File: config.mk
export PLATFORM = sky130hd
export DESIGN_NAME = rv32i_lsu
export DESIGN_NICKNAME = d
export VERILOG_FILES = /design/src/rtl/be_pkg.sv /design/src/rtl/lsu_lane_align.sv /design/src/rtl/rv32i_lsu.sv
export SDC_FILE = /design/constraint.sdc
export NUM_CORES = 1
export LEC_CHECK = 0
export CAP_MARGIN = 20
export CORE_MARGIN = 1
export CORE_UTILIZATION = 44
export CTS_CLUSTER_SIZE = 28
export DETAILED_ROUTE_END_ITERATION = 10
export PLACE_DENSITY = 0.81
export SYNTH_ARGS = -nofsm -noshare
export SYNTH_HDL_FRONTEND = slang
export SYNTH_SLANG_ARGS = --single-unit
File: constraint.sdc
create_clock -name clk -period 3.3 [get_ports clk]
set_input_delay 0.495 -clock clk [delete_from_list [all_inputs] [get_ports clk]]
set_output_delay 0.495 -clock clk [all_outputs]
set_load 0.05 [all_outputs]
File: src/rtl/be_pkg.sv
// Back-end shared types: instruction mnemonics, LSU state/size encodings
// and the mnemonic-to-access decode helper.
package be_pkg;

    typedef enum logic [5:0] {
        LUI, AUIPC, JAL, JALR,
        BEQ, BNE, BLT, BGE, BLTU, BGEU,
        LB, LH, LW, LBU, LHU,
        SB, SH, SW,
        ADDI, SLTI, SLTIU, XORI, ORI, ANDI, SLLI, SRLI, SRAI,
        ADD, SUB, SLL, SLT, SLTU, XOR, SRL, SRA, OR, AND,
        FENCE, ECALL, EBREAK
    } RV32I_INSTRUCTION_MNEMONIC_t;

    typedef enum logic [1:0] {
        LSU_IDLE,
        LSU_ACCESS,
        LSU_RESP
    } LSU_STATE_t;

    typedef enum logic [1:0] {
        LSU_BYTE,
        LSU_HALF,
        LSU_WORD
    } LSU_SIZE_t;

    typedef struct packed {
        logic      valid;
        LSU_SIZE_t size;
        logic      is_signed;
        logic      write;
    } lsu_op_t;

    function automatic lsu_op_t lsu_decode(input RV32I_INSTRUCTION_MNEMONIC_t m);
        lsu_op_t op;
        op.valid     = 1'b1;
        op.size      = LSU_WORD;
        op.is_signed = 1'b0;
        op.write     = 1'b0;
        case (m)
            LB:      begin op.size = LSU_BYTE; op.is_signed = 1'b1; end
            LH:      begin op.size = LSU_HALF; op.is_signed = 1'b1; end
            LW:      op.size = LSU_WORD;
            LBU:     op.size = LSU_BYTE;
            LHU:     op.size = LSU_HALF;
            SB:      begin op.size = LSU_BYTE; op.write = 1'b1; end
            SH:      begin op.size = LSU_HALF; op.write = 1'b1; end
            SW:      begin op.size = LSU_WORD; op.write = 1'b1; end
            default: op.valid = 1'b0;
        endcase
        return op;
    endfunction

endpackage

File: src/rtl/lsu_lane_align.sv
// Byte-lane steering: byte enables, store-data replication and
// load-data extraction with sign/zero extension.
module lsu_lane_align
    import be_pkg::*;
(
    input  logic [1:0]  size,
    input  logic        is_signed,
    input  logic [1:0]  addr_lo,
    input  logic [31:0] store_data,
    input  logic [31:0] rdata,
    output logic [3:0]  be,
    output logic [31:0] wdata,
    output logic [31:0] load_data
);

    logic [7:0]  sel_byte;
    logic [15:0] sel_half;

    assign sel_byte = rdata[{addr_lo, 3'b000} +: 8];
    assign sel_half = rdata[{addr_lo[1], 4'b0000} +: 16];

    // Lane selection per access size
    always_comb begin
        be        = 4'b1111;
        wdata     = store_data;
        load_data = rdata;
        case (size)
            LSU_BYTE: begin
                be        = 4'b0001 << addr_lo;
                wdata     = {4{store_data[7:0]}};
                load_data = {{24{is_signed & sel_byte[7]}}, sel_byte};
            end
            LSU_HALF: begin
                be        = 4'b0011 << addr_lo;
                wdata     = {2{store_data[15:0]}};
                load_data = {{16{is_signed & sel_half[15]}}, sel_half};
            end
            default: ;
        endcase
    end

endmodule

File: src/rtl/rv32i_lsu.sv
// RV32I load/store unit: single-outstanding req/ready data port with
// misalignment detection and a saturating wait-cycle timeout.
module rv32i_lsu
    import be_pkg::*;
#(
    parameter int unsigned TIMEOUT_CYCLES = 255
) (
    input  logic                        clk,
    input  logic                        rst,
    input  logic                        start,
    input  RV32I_INSTRUCTION_MNEMONIC_t mnemonic,
    input  logic [31:0]                 addr,
    input  logic [31:0]                 store_data,
    output logic                        mem_req,
    output logic                        mem_we,
    output logic [31:0]                 mem_addr,
    output logic [3:0]                  mem_be,
    output logic [31:0]                 mem_wdata,
    input  logic                        mem_ready,
    input  logic [31:0]                 mem_rdata,
    output logic                        busy,
    output logic                        done,
    output logic [31:0]                 load_data,
    output logic                        misaligned,
    output logic                        bus_error
);

    LSU_STATE_t  state;
    LSU_SIZE_t   size_q;
    logic        signed_q;
    logic        write_q;
    logic [1:0]  addr_lo_q;
    logic [7:0]  wait_cnt;

    lsu_op_t     dec;
    logic        dec_misaligned;
    logic        timed_out;
    LSU_SIZE_t   sel_size;
    logic        sel_signed;
    logic [1:0]  sel_addr_lo;
    logic [3:0]  lane_be;
    logic [31:0] lane_wdata;
    logic [31:0] lane_load;

    assign dec = lsu_decode(mnemonic);
    assign dec_misaligned = ((dec.size == LSU_HALF) && addr[0]) ||
                            ((dec.size == LSU_WORD) && (addr[1:0] != 2'b00));
    assign timed_out = (TIMEOUT_CYCLES != 0) && (32'(wait_cnt) == TIMEOUT_CYCLES);

    // One lane aligner serves both phases: live inputs in IDLE to form the
    // request, latched access attributes afterwards to extract load data.
    assign sel_size    = (state == LSU_IDLE) ? dec.size      : size_q;
    assign sel_signed  = (state == LSU_IDLE) ? dec.is_signed : signed_q;
    assign sel_addr_lo = (state == LSU_IDLE) ? addr[1:0]     : addr_lo_q;

    lsu_lane_align u_align (
        .size       (sel_size),
        .is_signed  (sel_signed),
        .addr_lo    (sel_addr_lo),
        .store_data (store_data),
        .rdata      (mem_rdata),
        .be         (lane_be),
        .wdata      (lane_wdata),
        .load_data  (lane_load)
    );

    // Control FSM with registered memory-port and status outputs
    always_ff @(posedge clk) begin
        if (rst) begin
            state      <= LSU_IDLE;
            size_q     <= LSU_BYTE;
            signed_q   <= 1'b0;
            write_q    <= 1'b0;
            addr_lo_q  <= '0;
            wait_cnt   <= '0;
            mem_req    <= 1'b0;
            mem_we     <= 1'b0;
            mem_addr   <= '0;
            mem_be     <= '0;
            mem_wdata  <= '0;
            busy       <= 1'b0;
            done       <= 1'b0;
            load_data  <= '0;
            misaligned <= 1'b0;
            bus_error  <= 1'b0;
        end else begin
            done       <= 1'b0;
            misaligned <= 1'b0;
            bus_error  <= 1'b0;
            case (state)
                LSU_IDLE: begin
                    if (start && dec.valid) begin
                        size_q    <= dec.size;
                        signed_q  <= dec.is_signed;
                        write_q   <= dec.write;
                        addr_lo_q <= addr[1:0];
                        busy      <= 1'b1;
                        if (dec_misaligned) begin
                            state      <= LSU_RESP;
                            done       <= 1'b1;
                            misaligned <= 1'b1;
                        end else begin
                            state     <= LSU_ACCESS;
                            wait_cnt  <= '0;
                            mem_req   <= 1'b1;
                            mem_we    <= dec.write;
                            mem_addr  <= {addr[31:2], 2'b00};
                            mem_be    <= lane_be;
                            mem_wdata <= lane_wdata;
                        end
                    end
                end
                LSU_ACCESS: begin
                    if (mem_ready) begin
                        state   <= LSU_RESP;
                        mem_req <= 1'b0;
                        done    <= 1'b1;
                        if (!write_q) begin
                            load_data <= lane_load;
                        end
                    end else if (timed_out) begin
                        state     <= LSU_RESP;
                        mem_req   <= 1'b0;
                        done      <= 1'b1;
                        bus_error <= 1'b1;
                    end else if (wait_cnt != 8'hFF) begin
                        wait_cnt <= wait_cnt + 8'd1;
                    end
                end
                LSU_RESP: begin
                    state <= LSU_IDLE;
                    busy  <= 1'b0;
                end
                default: begin
                    state <= LSU_IDLE;
                    busy  <= 1'b0;
                end
            endcase
        end
    end

endmodule

==> flow_metrics.py <==
metrics = {
    "route": {
        "vias": 5526,
        "wl_per_cell_um": 17.55,
        "ant_nets": 0,
        "firstDrtPassIters": 8,
        "drtIter0Drc": 510,
        "avgViaCountPerCell": 5.627,
        "drc_errors": 17,
        "drt_wl_total_um": 17240,
    },
    "floorplan": {
        "die_w_um": 111.9,
        "io_pins": 212,
        "core_um2": 11610,
        "row_count": 39,
        "start_util_pct": 45.80,
        "die_h_um": 111.9,
        "dieArea_um2": 12530,
    },
    "worst_hold_path": {
        "min_from": "mem_addr[28]",
        "holdPathStages": 2,
        "hold_class": "flop to flop",
        "whs_endpoint": "mem_addr[28]",
    },
    "global_route": {
        "grt_start_max_net_pins": 70,
        "grt_usage_pct": 27.98,
        "gr-total-overflow": 0,
        "grt_pass1_vias": 5616,
        "grt_pass1_wl_um": 27570,
        "antenna_found_initial": 0,
    },
    "power": {
        "p_comb_share_pct": 12.0,
        "p_clk_share_pct": 47.7,
        "power.internal_w": 0.002801,
        "p_sw_w": 0.0008591,
        "switching_share_pct": 23.47,
        "leakagePower_nw": 2.886,
        "power_w": 0.003660,
        "p_seq_share_pct": 40.3,
        "p_per_area_nw_per_um2": 448.8,
        "max-vdd-ir-drop_mv": 0.2921,
    },
    "sta": {
        "fin_crit_sh_pct": 92.46,
        "skew_ps": 6.590,
        "hold_ws_ps": 453.0,
        "finalCriticalPeriod_ps": 3051,
        "relSlewSlack_pct": 50.41,
        "setup-violations-final": 0,
        "worst_pin_slew_ps": 743.9,
        "slew_viol_final": 0,
        "clock.fmax_mhz": 327.7,
        "grt_setup_unrepaired": "false",
        "finalSetupTns_ps": 0,
        "finalHoldViolCount": 0,
    },
    "finish": {
        "antenna_cells": 0,
        "design_area_um2": 8157,
        "final_cells": 982,
        "area_growth_pct": 53.35,
        "drive_above_1_share_pct": 9.654,
        "final_nets": 933,
    },
    "synthesis": {
        "yosysWarnings": 0,
        "yosys.area.top_type_share_pct": 45.17,
        "synth_ff_type": "dfxtp_1",
        "synthCells": 623,
        "avgSynthCellArea_um2": 8.537,
        "synthTopCellsByCount": "dfxtp_1 (120), nand2_1 (103), nor2_1 (76)",
        "synth.most_common_cell": "dfxtp_1",
        "async_flop_share_pct": 0,
        "yosysUniqueCellTypes": 55,
        "seq_area_frac_synth_pct": 45.17,
        "synth_area_leaders": "dfxtp_1 (45%), nand2_1 (7.3%), a211oi_1 (6.8%)",
        "synth_edf_count": 0,
        "ys_ff_latch": 120,
        "synthesis.area_um2": 5319,
        "synth_area_leader_cell": "dfxtp_1",
    },
    "status": {
        "failed_checks": "DRC",
        "status": "finished, violations left",
    },
    "clocking": {
        "cts.sinks": 120,
        "cts_buffers": 17,
        "postCtsHoldBufs": 0,
        "cts_root_buffer": "clkbuf_16",
        "cts_resized": 0,
        "ctsHtreeMaxLevel": 4,
        "cts_tree": "built",
        "clk_latency_ps": 410,
        "cts.reportedPaths.clkPinSlew_ps": 50,
        "postCtsSetupBuffers": 0,
        "cts_max_path_buffers": 2,
    },
    "place": {
        "routabilityCongestion": 0.8915,
        "io_buffers": 209,
        "place_area_um2": 7599,
        "dp_cells": 950,
        "dp_hpwl_um": 12430,
    },
    "setup_path": {
        "endpoint_kind": "flop",
        "crit_path_max_fanout": 17,
        "r2r_slack_ps": 560,
        "r2r_end": "load_data[21]",
        "cp.arrival_ps": 3360,
        "r2r_cells": 7,
        "r2r-start": "state[1]",
        "critPathKind": "input pin to flop",
        "required_ps": 3610,
        "crit_path_start_kind": "input pin",
    },
    "job": {
        "max_cap_violations": 0,
    },
}
==> state kept, by name, summed over array words and instances (netlist names) <==
name	flops
addr_lo_q	2
wait_cnt	8
state	2
mem_we	1
write_q	1
bus_error	1
size_q	2
mem_be	4
misaligned	1
done	1
mem_req	1
mem_addr	30
signed_q	1
load_data	32
busy	1
mem_wdata	32
==> critical path: stages <==
cell,delay [ps]
clkdlybuf4s50_1,410
or4b_1,650
o32a_1,390
o41ai_4,370
buf_4,310
and2_0,330
a22oi_1,130
a211oi_1,280
==> logic make-up after synthesis <==
family          synth area share (%)
compound gates                 22.68
xor+xnor                      0.9880
fa+ha+maj                     0.2352
buf+inv                        4.493
flops                          45.17
mux                            6.257
other cells                  0.07050
simple gates                   20.11
==> worst max-delay path by stage <==
stage	cells after the start	startpoint	slack (ps)	endpoint
after floorplan	9	mnemonic[1]	450	load_data[24]
final	8	mnemonic[1]	250	load_data[2]
after CTS	8	mnemonic[1]	280	load_data[4]
after global routing	8	mnemonic[1]	100	load_data[4]
after detailed placement	8	mnemonic[1]	-130	load_data[4]
after global placement	8	mnemonic[1]	0.7	load_data[4]
==> cell type report <==
type                    count  area [um2]
clock buffers              23       457.9
inverters                   5       18.77
clock inverters             9       100.1
flip-flops and latches    120        2402
fillers                   901        3457
multi-input cells         448        2696
well taps                 143       178.9
repair buffers            234        2302
==> layout by cell type, fill, tap and decap left out, types with 3 or more instances in the layout <==
cell type / instances
nor3_1: 12
a21oi_1: 57
mux2_2: 8
dfxtp_1: 120
nor2b_1: 3
or3_1: 4
and3_1: 6
nand4_1: 4
a22oi_1: 14
nand4b_1: 3
mux2i_1: 22
o21bai_1: 4
clkinv_2: 5
a222oi_1: 8
nor3b_1: 4
inv_1: 5
nand2b_1: 6
a211oi_1: 48
clkbuf_16: 17
o21ai_0: 4
o22ai_1: 5
clkdlybuf4s50_1: 208
a211oi_2: 10
buf_4: 24
clkbuf_1: 5
nand2_1: 103
nor2_1: 75
xor2_1: 5
nand3_1: 5
and2_1: 3
==> power groups by stage <==
stage,Sequential (W),Combinational (W),Clock [W]
2_1_floorplan,0.00155,0.000166,0
3_3_place_gp,0.00150,0.000425,0
3_5_place_dp,0.00151,0.000433,0
4_1_cts,0.00148,0.000437,0.00177
5_1_grt,0.00148,0.000466,0.00184
6_report,0.00148,0.000439,0.00175
==> per-stage QoR <==
step           worst slack (ps)  util [%]
5_1_grt                   100.9     70.23
2_1_floorplan             454.9         -
3_3_place_gp             0.7383     65.43
4_1_cts                   275.2     70.23
6_report                  248.8     70.23
3_5_place_dp             -133.1     65.43
==> routing by layer <==
layer	global-route usage, %	up-vias	wire length, um
met5	0	-	0
met4	13.69	0	496
met3	9.200	38	1674
met2	48.24	279	8500
met1	30.99	2579	6564
li1	-	2630	-
(Power assumes the default switching activity.)
